$ cat src/rtl/hazard_stall_ctrl.sv
// hazard_stall_ctrl
//   Pipeline-sequencing controller for the five-stage CPU. Each cycle it
//   decides whether the F and D pipeline registers hold (en_F/en_D low) and
//   whether a bubble is inserted into E (clr_E high). There are three stall
//   sources:
//     - Tuse/Tnew data hazards against the E and M stage results,
//     - mult/div unit occupancy,
//     - an eret reading EPC while an mtc0-to-EPC is still in flight.
//   It also owns the mult/div busy sequencer. A pending exception request
//   (Req) overrides every stall.
//
// Ports
//   clk          : system clock, rising edge
//   reset        : asynchronous active-low reset (0 = reset)
//   rs_D, rt_D   : D-stage source register indices
//   Tuse_rs_D/rt : cycles until the D source is consumed (3 = unused)
//   WriteReg_E/M : destination register of the E / M instruction
//   Tnew_E/M     : cycles until the E / M result becomes forwardable
//   md_use_D     : D instruction uses the mult/div unit or HI/LO
//   md_start_E   : E instruction launches a mult/div
//   md_is_div_E  : the launch is a divide
//   eret_D       : D instruction is eret
//   mtc0_epc_E/M : E / M instruction writes EPC
//   Req          : exception/interrupt flush request from CP0
//   en_F, en_D   : PC/F and D register enables (combinational)
//   clr_E        : E register bubble clear (combinational)
//   md_busy      : mult/div unit occupied (registered)
//   md_done      : one-cycle completion pulse (registered)
module hazard_stall_ctrl #(
    parameter int MULT_CYCLES = 5,
    parameter int DIV_CYCLES  = 10,
    parameter int CNT_W       = 4
) (
    input  logic       clk,
    input  logic       reset,
    input  logic [4:0] rs_D,
    input  logic [4:0] rt_D,
    input  logic [1:0] Tuse_rs_D,
    input  logic [1:0] Tuse_rt_D,
    input  logic [4:0] WriteReg_E,
    input  logic [1:0] Tnew_E,
    input  logic [4:0] WriteReg_M,
    input  logic [1:0] Tnew_M,
    input  logic       md_use_D,
    input  logic       md_start_E,
    input  logic       md_is_div_E,
    input  logic       eret_D,
    input  logic       mtc0_epc_E,
    input  logic       mtc0_epc_M,
    input  logic       Req,
    output logic       en_F,
    output logic       en_D,
    output logic       clr_E,
    output logic       md_busy,
    output logic       md_done
);

    typedef enum logic [0:0] {
        MD_IDLE = 1'b0,
        MD_BUSY = 1'b1
    } md_state_t;

    localparam logic [CNT_W-1:0] MULT_LOAD = CNT_W'(MULT_CYCLES);
    localparam logic [CNT_W-1:0] DIV_LOAD  = CNT_W'(DIV_CYCLES);
    localparam logic [CNT_W-1:0] CNT_ZERO  = {CNT_W{1'b0}};
    localparam logic [CNT_W-1:0] CNT_ONE   = CNT_W'(1);

    // A source register hazards against one producer when the producer
    // writes it and the result arrives later than the consumer needs it.
    // Register 0 is hard-wired and therefore never hazards.
    function automatic logic src_hazard(
        input logic [4:0] src,
        input logic [1:0] tuse,
        input logic [4:0] dst_e,
        input logic [1:0] tnew_e,
        input logic [4:0] dst_m,
        input logic [1:0] tnew_m
    );
        logic hit_e;
        logic hit_m;
        hit_e = (src == dst_e) && (tuse < tnew_e);
        hit_m = (src == dst_m) && (tuse < tnew_m);
        return (src != 5'd0) && (hit_e || hit_m);
    endfunction

    md_state_t        state_r;
    md_state_t        state_nxt_s;
    logic [CNT_W-1:0] cnt_r;
    logic [CNT_W-1:0] cnt_nxt_s;
    logic             busy_r;
    logic             busy_nxt_s;
    logic             done_r;
    logic             done_nxt_s;

    logic             data_stall_s;
    logic             md_stall_s;
    logic             eret_stall_s;
    logic             stall_s;

    // Stall source evaluation.
    always_comb begin
        data_stall_s = src_hazard(rs_D, Tuse_rs_D, WriteReg_E, Tnew_E, WriteReg_M, Tnew_M)
                     | src_hazard(rt_D, Tuse_rt_D, WriteReg_E, Tnew_E, WriteReg_M, Tnew_M);
        // md_start_E is included so a HI/LO reader directly behind a
        // launching mult/div waits even though busy is not yet visible.
        md_stall_s   = md_use_D & (busy_r | md_start_E);
        eret_stall_s = eret_D & (mtc0_epc_E | mtc0_epc_M);
        stall_s      = data_stall_s | md_stall_s | eret_stall_s;
    end

    // Pipeline enables and bubble; Req lets the pipeline registers run so
    // they can apply their own flush.
    always_comb begin
        en_F  = 1'b1;
        en_D  = 1'b1;
        clr_E = 1'b0;
        if (Req) begin
            en_F  = 1'b1;
            en_D  = 1'b1;
            clr_E = 1'b0;
        end else begin
            en_F  = ~stall_s;
            en_D  = ~stall_s;
            clr_E = stall_s;
        end
    end

    // Mult/div sequencer next-state, counter and flag logic.
    always_comb begin
        state_nxt_s = state_r;
        cnt_nxt_s   = cnt_r;
        busy_nxt_s  = busy_r;
        done_nxt_s  = 1'b0;
        case (state_r)
            MD_IDLE: begin
                // A launch under Req belongs to a flushed instruction.
                if (md_start_E && !Req) begin
                    state_nxt_s = MD_BUSY;
                    cnt_nxt_s   = md_is_div_E ? DIV_LOAD : MULT_LOAD;
                    busy_nxt_s  = 1'b1;
                end else begin
                    state_nxt_s = MD_IDLE;
                    cnt_nxt_s   = CNT_ZERO;
                    busy_nxt_s  = 1'b0;
                end
            end
            MD_BUSY: begin
                // Req and further launches do not disturb a running op.
                if (cnt_r == CNT_ONE) begin
                    state_nxt_s = MD_IDLE;
                    cnt_nxt_s   = CNT_ZERO;
                    busy_nxt_s  = 1'b0;
                    done_nxt_s  = 1'b1;
                end else if (cnt_r != CNT_ZERO) begin
                    cnt_nxt_s   = cnt_r - CNT_ONE;
                    busy_nxt_s  = 1'b1;
                end else begin
                    // Unreachable zero count: recover to idle, never wrap.
                    state_nxt_s = MD_IDLE;
                    cnt_nxt_s   = CNT_ZERO;
                    busy_nxt_s  = 1'b0;
                end
            end
            default: begin
                state_nxt_s = MD_IDLE;
                cnt_nxt_s   = CNT_ZERO;
                busy_nxt_s  = 1'b0;
                done_nxt_s  = 1'b0;
            end
        endcase
    end

    // Mult/div sequencer state registers.
    always_ff @(posedge clk or negedge reset) begin
        if (!reset) begin
            state_r <= MD_IDLE;
            cnt_r   <= CNT_ZERO;
            busy_r  <= 1'b0;
            done_r  <= 1'b0;
        end else begin
            state_r <= state_nxt_s;
            cnt_r   <= cnt_nxt_s;
            busy_r  <= busy_nxt_s;
            done_r  <= done_nxt_s;
        end
    end

    assign md_busy = busy_r;
    assign md_done = done_r;

endmodule

$ cat config.mk
export PLATFORM = sky130hd
export DESIGN_NAME = hazard_stall_ctrl
export DESIGN_NICKNAME = d
export VERILOG_FILES = /design/src/rtl/hazard_stall_ctrl.sv
export SDC_FILE = /design/constraint.sdc
export NUM_CORES = 1
export LEC_CHECK = 0
export ABC_CLOCK_PERIOD_IN_PS = 2200
export CORE_MARGIN = 4
export CORE_UTILIZATION = 37
export CTS_CLUSTER_DIAMETER = 120
export DETAILED_ROUTE_END_ITERATION = 12
export PLACE_DENSITY_LB_ADDON = 0.25
export SYNTH_ARGS = -nofsm -noshare
export SYNTH_HDL_FRONTEND = slang
export SYNTH_SLANG_ARGS = --single-unit
$ cat constraint.sdc
create_clock -name clk -period 2.2 [get_ports clk]
set_input_delay 0.33 -clock clk [delete_from_list [all_inputs] [get_ports clk]]
set_output_delay 0.33 -clock clk [all_outputs]
set_load 0.02 [all_outputs]
# Word level (Yosys, flattened, before mapping)
# Cells that the tools add are included.
# classes
n_addsub	1
order_cmp	4
eq_ne	5
n_mux	13
bitwise_logic	9
reduce_logical	13
# op_table
operator	count
equality test 5 bit	4
two-way mux 4 bit	4
nonzero test 5 bit	2
less-than comparator 2 bit	4
case mux 4 bit (2 select lines)	1
logical AND 1 bit	7
two-way mux 1 bit	7
bitwise OR 1 bit	5
equality test 4 x 1 -> 1 bit, second input constant	1
nonzero test 4 bit	1
subtractor 4 x 1 -> 4 bit, second input constant	1
AND 1 bit	2
logical OR 1 bit	2
inverter 1 bit	2
case mux 1 bit (2 select lines)	1
zero test 1 bit	1
# word_totals
reg_bits	6
inputBits	37
output_inout_bits	5
word_cells	48

# Logic depth before layout (Yosys ltp)
# depth
ltp_word	9
ltp_mapped	7
ltp_nobuf	6

# Worst setup path before layout
# No wires, ideal clock.
# synth_timing
path_kind	input -> output
startpoint	input rs_D[0]
endpoint	output en_F
t_arrival_ps	1876
t_required_ps	1870
path_slack_ps	-6
cell_stages	5
cell_sequence	or4_1 nor2_1 a21oi_1 o31ai_1 buf_4
# synth_via
elab_chain_len	9
elab_cells_between_ends	12
# synth_rtl
element	line_no	text
start: declaration	36	input logic [4:0] rs_D,
equality test 5 bit (on tied branches)	81, 82	
logical AND 1 bit (on tied branches)	81, 82	
logical OR 1 bit	83	return (src != 5'd0) && (hit_e || hit_m);
logical AND 1 bit *	83	
bitwise OR 1 bit *	103	| src_hazard(rt_D, Tuse_rt_D, WriteReg_E, Tnew_E, WriteReg_M, Tnew_M);
bitwise OR 1 bit * (2 in a row)	108	stall_s = data_stall_s | md_stall_s | eret_stall_s;
inverter 1 bit *	-	
two-way mux 1 bit *	-	
end: declaration	51	output logic en_F,
# Mark *: on every way between the ends. The rest lies on a longest branch, timed or not.

# Final worst setup path
# layout_timing
startpoint	input rt_D[1]
endpoint	output clr_E
# layout_via
elab_chain_len	8
elab_cells_between_ends	11
# layout_rtl
element	line_no	text
start: declaration	37	input logic [4:0] rt_D,
equality test 5 bit (on tied branches)	81, 82	
logical AND 1 bit (on tied branches)	81, 82	
logical OR 1 bit	83	
logical AND 1 bit *	83	
bitwise OR 1 bit *	103	
bitwise OR 1 bit * (2 in a row)	108	
two-way mux 1 bit *	117	if (Req) begin
end: declaration	53	output logic clr_E,
# Marked as above.

==> qor.log <==
qor: run_status.status complete, but fails checks
qor: run_status.violations setup timing
qor: route.routed_via_density 5.530
qor: global_route.first_global_vias 844
qor: timing.finalWorstPathRequiredPeriod 2.222 ns
qor: route.met1Wirelength 921 um
qor: global_route.grt-ovfl-total 0
qor: logic_synthesis.synth_top_area_share 23.90%
qor: logic_synthesis.syn-cell-area 628.1 um^2
qor: placed_design.dp_hpwl 1.894 mm
qor: die.design.die.area 2421 um^2
qor: cells_and_area.nets 176
qor: clock_tree.cts-htree-levels 1
qor: logic_synthesis.synth_common_cells xor2_1 (12), o21ai_0 (8), xnor2_1 (8)
qor: clock_tree.cts-root-to-sink-buffers 2
qor: logic_synthesis.postSynthNetCount 118
qor: critical_path.worstRegToRegCells 3
qor: clock_tree.clk_transition_reported_paths 0.05 ns
qor: critical_path.critical_path_buf_inv_count 2
qor: logic_synthesis.yosysSeqAreaShare 23.90%
qor: pwr.design_power_total 0.0004648 W
qor: pwr.power_density 364.9 nW/um^2
qor: clock_tree.post-cts-setup-buffer-count 0
qor: timing.whs 0.3237 ns
qor: logic_synthesis.synth_most_common_cell xor2_1
qor: route.route.detailed.drc 0
qor: timing.unrepaired_setup_endpoints_after_global_routing true
qor: timing.fin_hold_viols 0
qor: critical_path.r2r-start cnt_r[2]
qor: critical_path.timing.setup.critical_path_class in -> out
qor: cells_and_area.stdcell_count 149
qor: cells_and_area.layout-drive-gt1-share 25.56%
qor: critical_path.worstPathMaxFanout 2
qor: timing.drv_slew 0
qor: global_route.antenna_found_initial 0
qor: clock_tree.cts_tree done
qor: critical_path.critical-path-max-stage-delay 0.44 ns
qor: logic_synthesis.postSynth.topFlopCell dfrtp_1
qor: critical_path.crit_path_launch_type primary input
qor: route.first_pass_iters 4
qor: die.floorplan.rows 14
qor: placed_design.dp_slack -0.6359 ns
qor: timing.achievable-frequency 450.0 MHz
qor: logic_synthesis.synth-edff-count 0
qor: clock_tree.cts_inserted_buffers 3
qor: job.maxCapViolCount 0
qor: critical_path.cpLargestDelayFamily buffers and inverters
qor: die.floorplan.initialDensity 40.29%
qor: route.met2RoutedLength 1.309 mm
qor: logic_synthesis.ys_ff_latch 6
qor: timing.skew_final 0.006271 ns
qor: die.die_height 49.20 um
qor: critical_path.crit_path_cell_trace clkdlybuf4s50_1, xor2_1, nor4_2, nand4_1, a21oi_2, o31a_1, buf_6
qor: critical_path.worst_path_required_time 1.87 ns
qor: die.die_width 49.20 um
qor: timing.worstMarginPinSlew 0.3544 ns
qor: clock_tree.cts_num_sinks 6
qor: critical_path.r2r_setup_slack 1.08 ns
qor: clock_tree.hold_buffers 0
qor: logic_synthesis.ys_top_cells_by_area dfrtp_1 (24%), xor2_1 (17%), xnor2_1 (11%), ha_1 (8.0%), o21ai_0 (6.4%)
qor: timing.period_share 101.0%
qor: die.placeableCoreArea 1559 um^2
qor: route.routed_wl 2.454 mm
qor: logic_synthesis.asyncSetResetFlopFracSynth 100.0%
qor: route.avgRoutedWirePerCell 16.47 um
qor: logic_synthesis.yosysTopAreaCell dfrtp_1
qor: cells_and_area.antennaDiodeCount 0
qor: cells_and_area.p_r_area_growth_vs_syn 102.8%
qor: route.top_routing_layer_in_use met4
qor: route.ant_nets 0
qor: route.met3_length 201 um
qor: clock_tree.clkLatencyLatePin 0.24 ns
qor: route.vias 824
qor: critical_path.rr_endpoint cnt_r[2]
qor: clock_tree.cts-root-buf clkbuf_4
qor: logic_synthesis.number_of_warnings_issued_by_yosys 0
qor: critical_path.timing.critical_path.slowest_stage_cell clkdlybuf4s50_1
qor: global_route.grt_util_all_layers 19.89%
qor: logic_synthesis.yosysUniqueCellTypes 19
qor: route.drt_iter0_markers 26
qor: placed_design.gpl.final_weighted_congestion 0.8313
qor: placed_design.port-buffer-count 41
qor: global_route.first_pass_grt_wire_length 3.698 mm
qor: min_path.worst_hold_path_type in -> async
qor: pwr.worst_ir_drop_on_vdd 0.2542 mV
qor: logic_synthesis.postSynthAreaPerCell 8.157 um^2
qor: pwr.power.static_leakage 0.5960 nW
qor: timing.max_slew_margin 76.30%
qor: global_route.grt_max_degree 7
qor: critical_path.worstPathArrival 1.89 ns
qor: die.number_of_placed_i_o_pins 42
qor: placed_design.dp_cells 146
qor: timing.post-route-worst-setup-slack -0.02224 ns
qor: critical_path.critPathCaptureType output pin
qor: timing.setup-violations-final 1
qor: cells_and_area.post-route-util 81.70%
qor: logic_synthesis.syn-instance-count 77
[layer usage]
layer	up-vias	track usage (%)
li1	392	-
met1	380	22.74
met2	50	37.05
met3	2	3.364
met4	0	5.687
met5	-	0
[timing repair]
| action | 4_1_cts | 5_1_grt |
|---|---|---|
| pin swaps | 15 | 8 |
| endpoints found under the setup margin | 3 | 3 |
| resized for setup | 40 | 17 |
[metrics by stage]
stage | setup TNS [ns] | area [um^2]
2_1_floorplan | 0 | 633.1
3_3_place_gp | -1.691 | 1154
3_5_place_dp | -1.823 | 1154
4_1_cts | 0 | 1199
5_1_grt | -0.07577 | 1274
6_report | -0.02224 | 1274
[flip-flops by register name, indices dropped and copies added (netlist names)]
signal / count
md_done: 1
md_busy: 1
cnt_r: 4
[placed cells by master, fill, tap and decap left out]
cell type | netlist | layout
clkdlybuf4s50_1 | 0 | 17
buf_4 | 1 | 15
xor2_2 | 0 | 2
nor4_4 | 0 | 2
inv_2 | 0 | 2
dfrtp_1 | 6 | 6
a21oi_2 | 0 | 2
o22ai_1 | 2 | 2
o21ai_1 | 0 | 1
o31a_1 | 1 | 1
nor3_1 | 2 | 2
buf_6 | 0 | 1
nor2_4 | 0 | 1
xnor2_1 | 8 | 8
or4_4 | 0 | 1
nor4_1 | 5 | 1
a21oi_1 | 4 | 2
clkbuf_4 | 0 | 3
inv_1 | 6 | 4
ha_4 | 0 | 2
nor2_1 | 3 | 2
xor2_1 | 12 | 10
o21ai_0 | 8 | 7
dlymetal6s2s_1 | 0 | 7
o31ai_2 | 0 | 1
o21a_1 | 1 | 1
ha_1 | 4 | 2
nand4_1 | 5 | 5
dlygate4sd2_1 | 0 | 14
nand2_1 | 4 | 4
or4_1 | 2 | 1
nor4_2 | 0 | 2
nand3_1 | 1 | 1
o31ai_1 | 2 | 1
[cells by family (layout without fill, tap and decap cells)]
kind of cell	count (synthesis)	count (layout)	synth area share (%)
buf+inv	7	63	4.781
fa+ha+maj	4	4	7.968
simple gates	22	22	18.92
flops	6	6	23.90
compound gates	18	18	16.53
xor+xnor	20	20	27.89
[power breakdown]
group	total (W)	internal [W]	switching (W)
sequential	0.000133	0.000120	0.0000129
combinational	0.000231	0.000123	0.000108
clock	0.000100	0.0000616	0.0000386
[how the worst max path moves through the flow]
| stage | slack, ns | depth (start not counted) | endpoint | startpoint |
|---|---|---|---|---|
| 2_1_floorplan | 0.20 | 5 | en_F | rs_D[0] |
| 3_3_place_gp | -0.59 | 8 | clr_E | Tnew_E[1] |
| 3_5_place_dp | -0.64 | 8 | clr_E | Tnew_E[1] |
| 4_1_cts | 0.0002 | 8 | clr_E | Tnew_M[1] |
| 5_1_grt | -0.06 | 7 | clr_E | rt_D[1] |
| 6_report | -0.02 | 7 | clr_E | rt_D[1] |
[area by class of cell]
class	count	area, um^2
multi-input combinational	64	554.3
timing repair buffer	54	504.2
fill	107	285.3
sequential	6	150.1
clock buffer	3	22.52
inverter	6	22.52
tap	16	20.02
No activity file was read; power rests on OpenSTA's default activity.
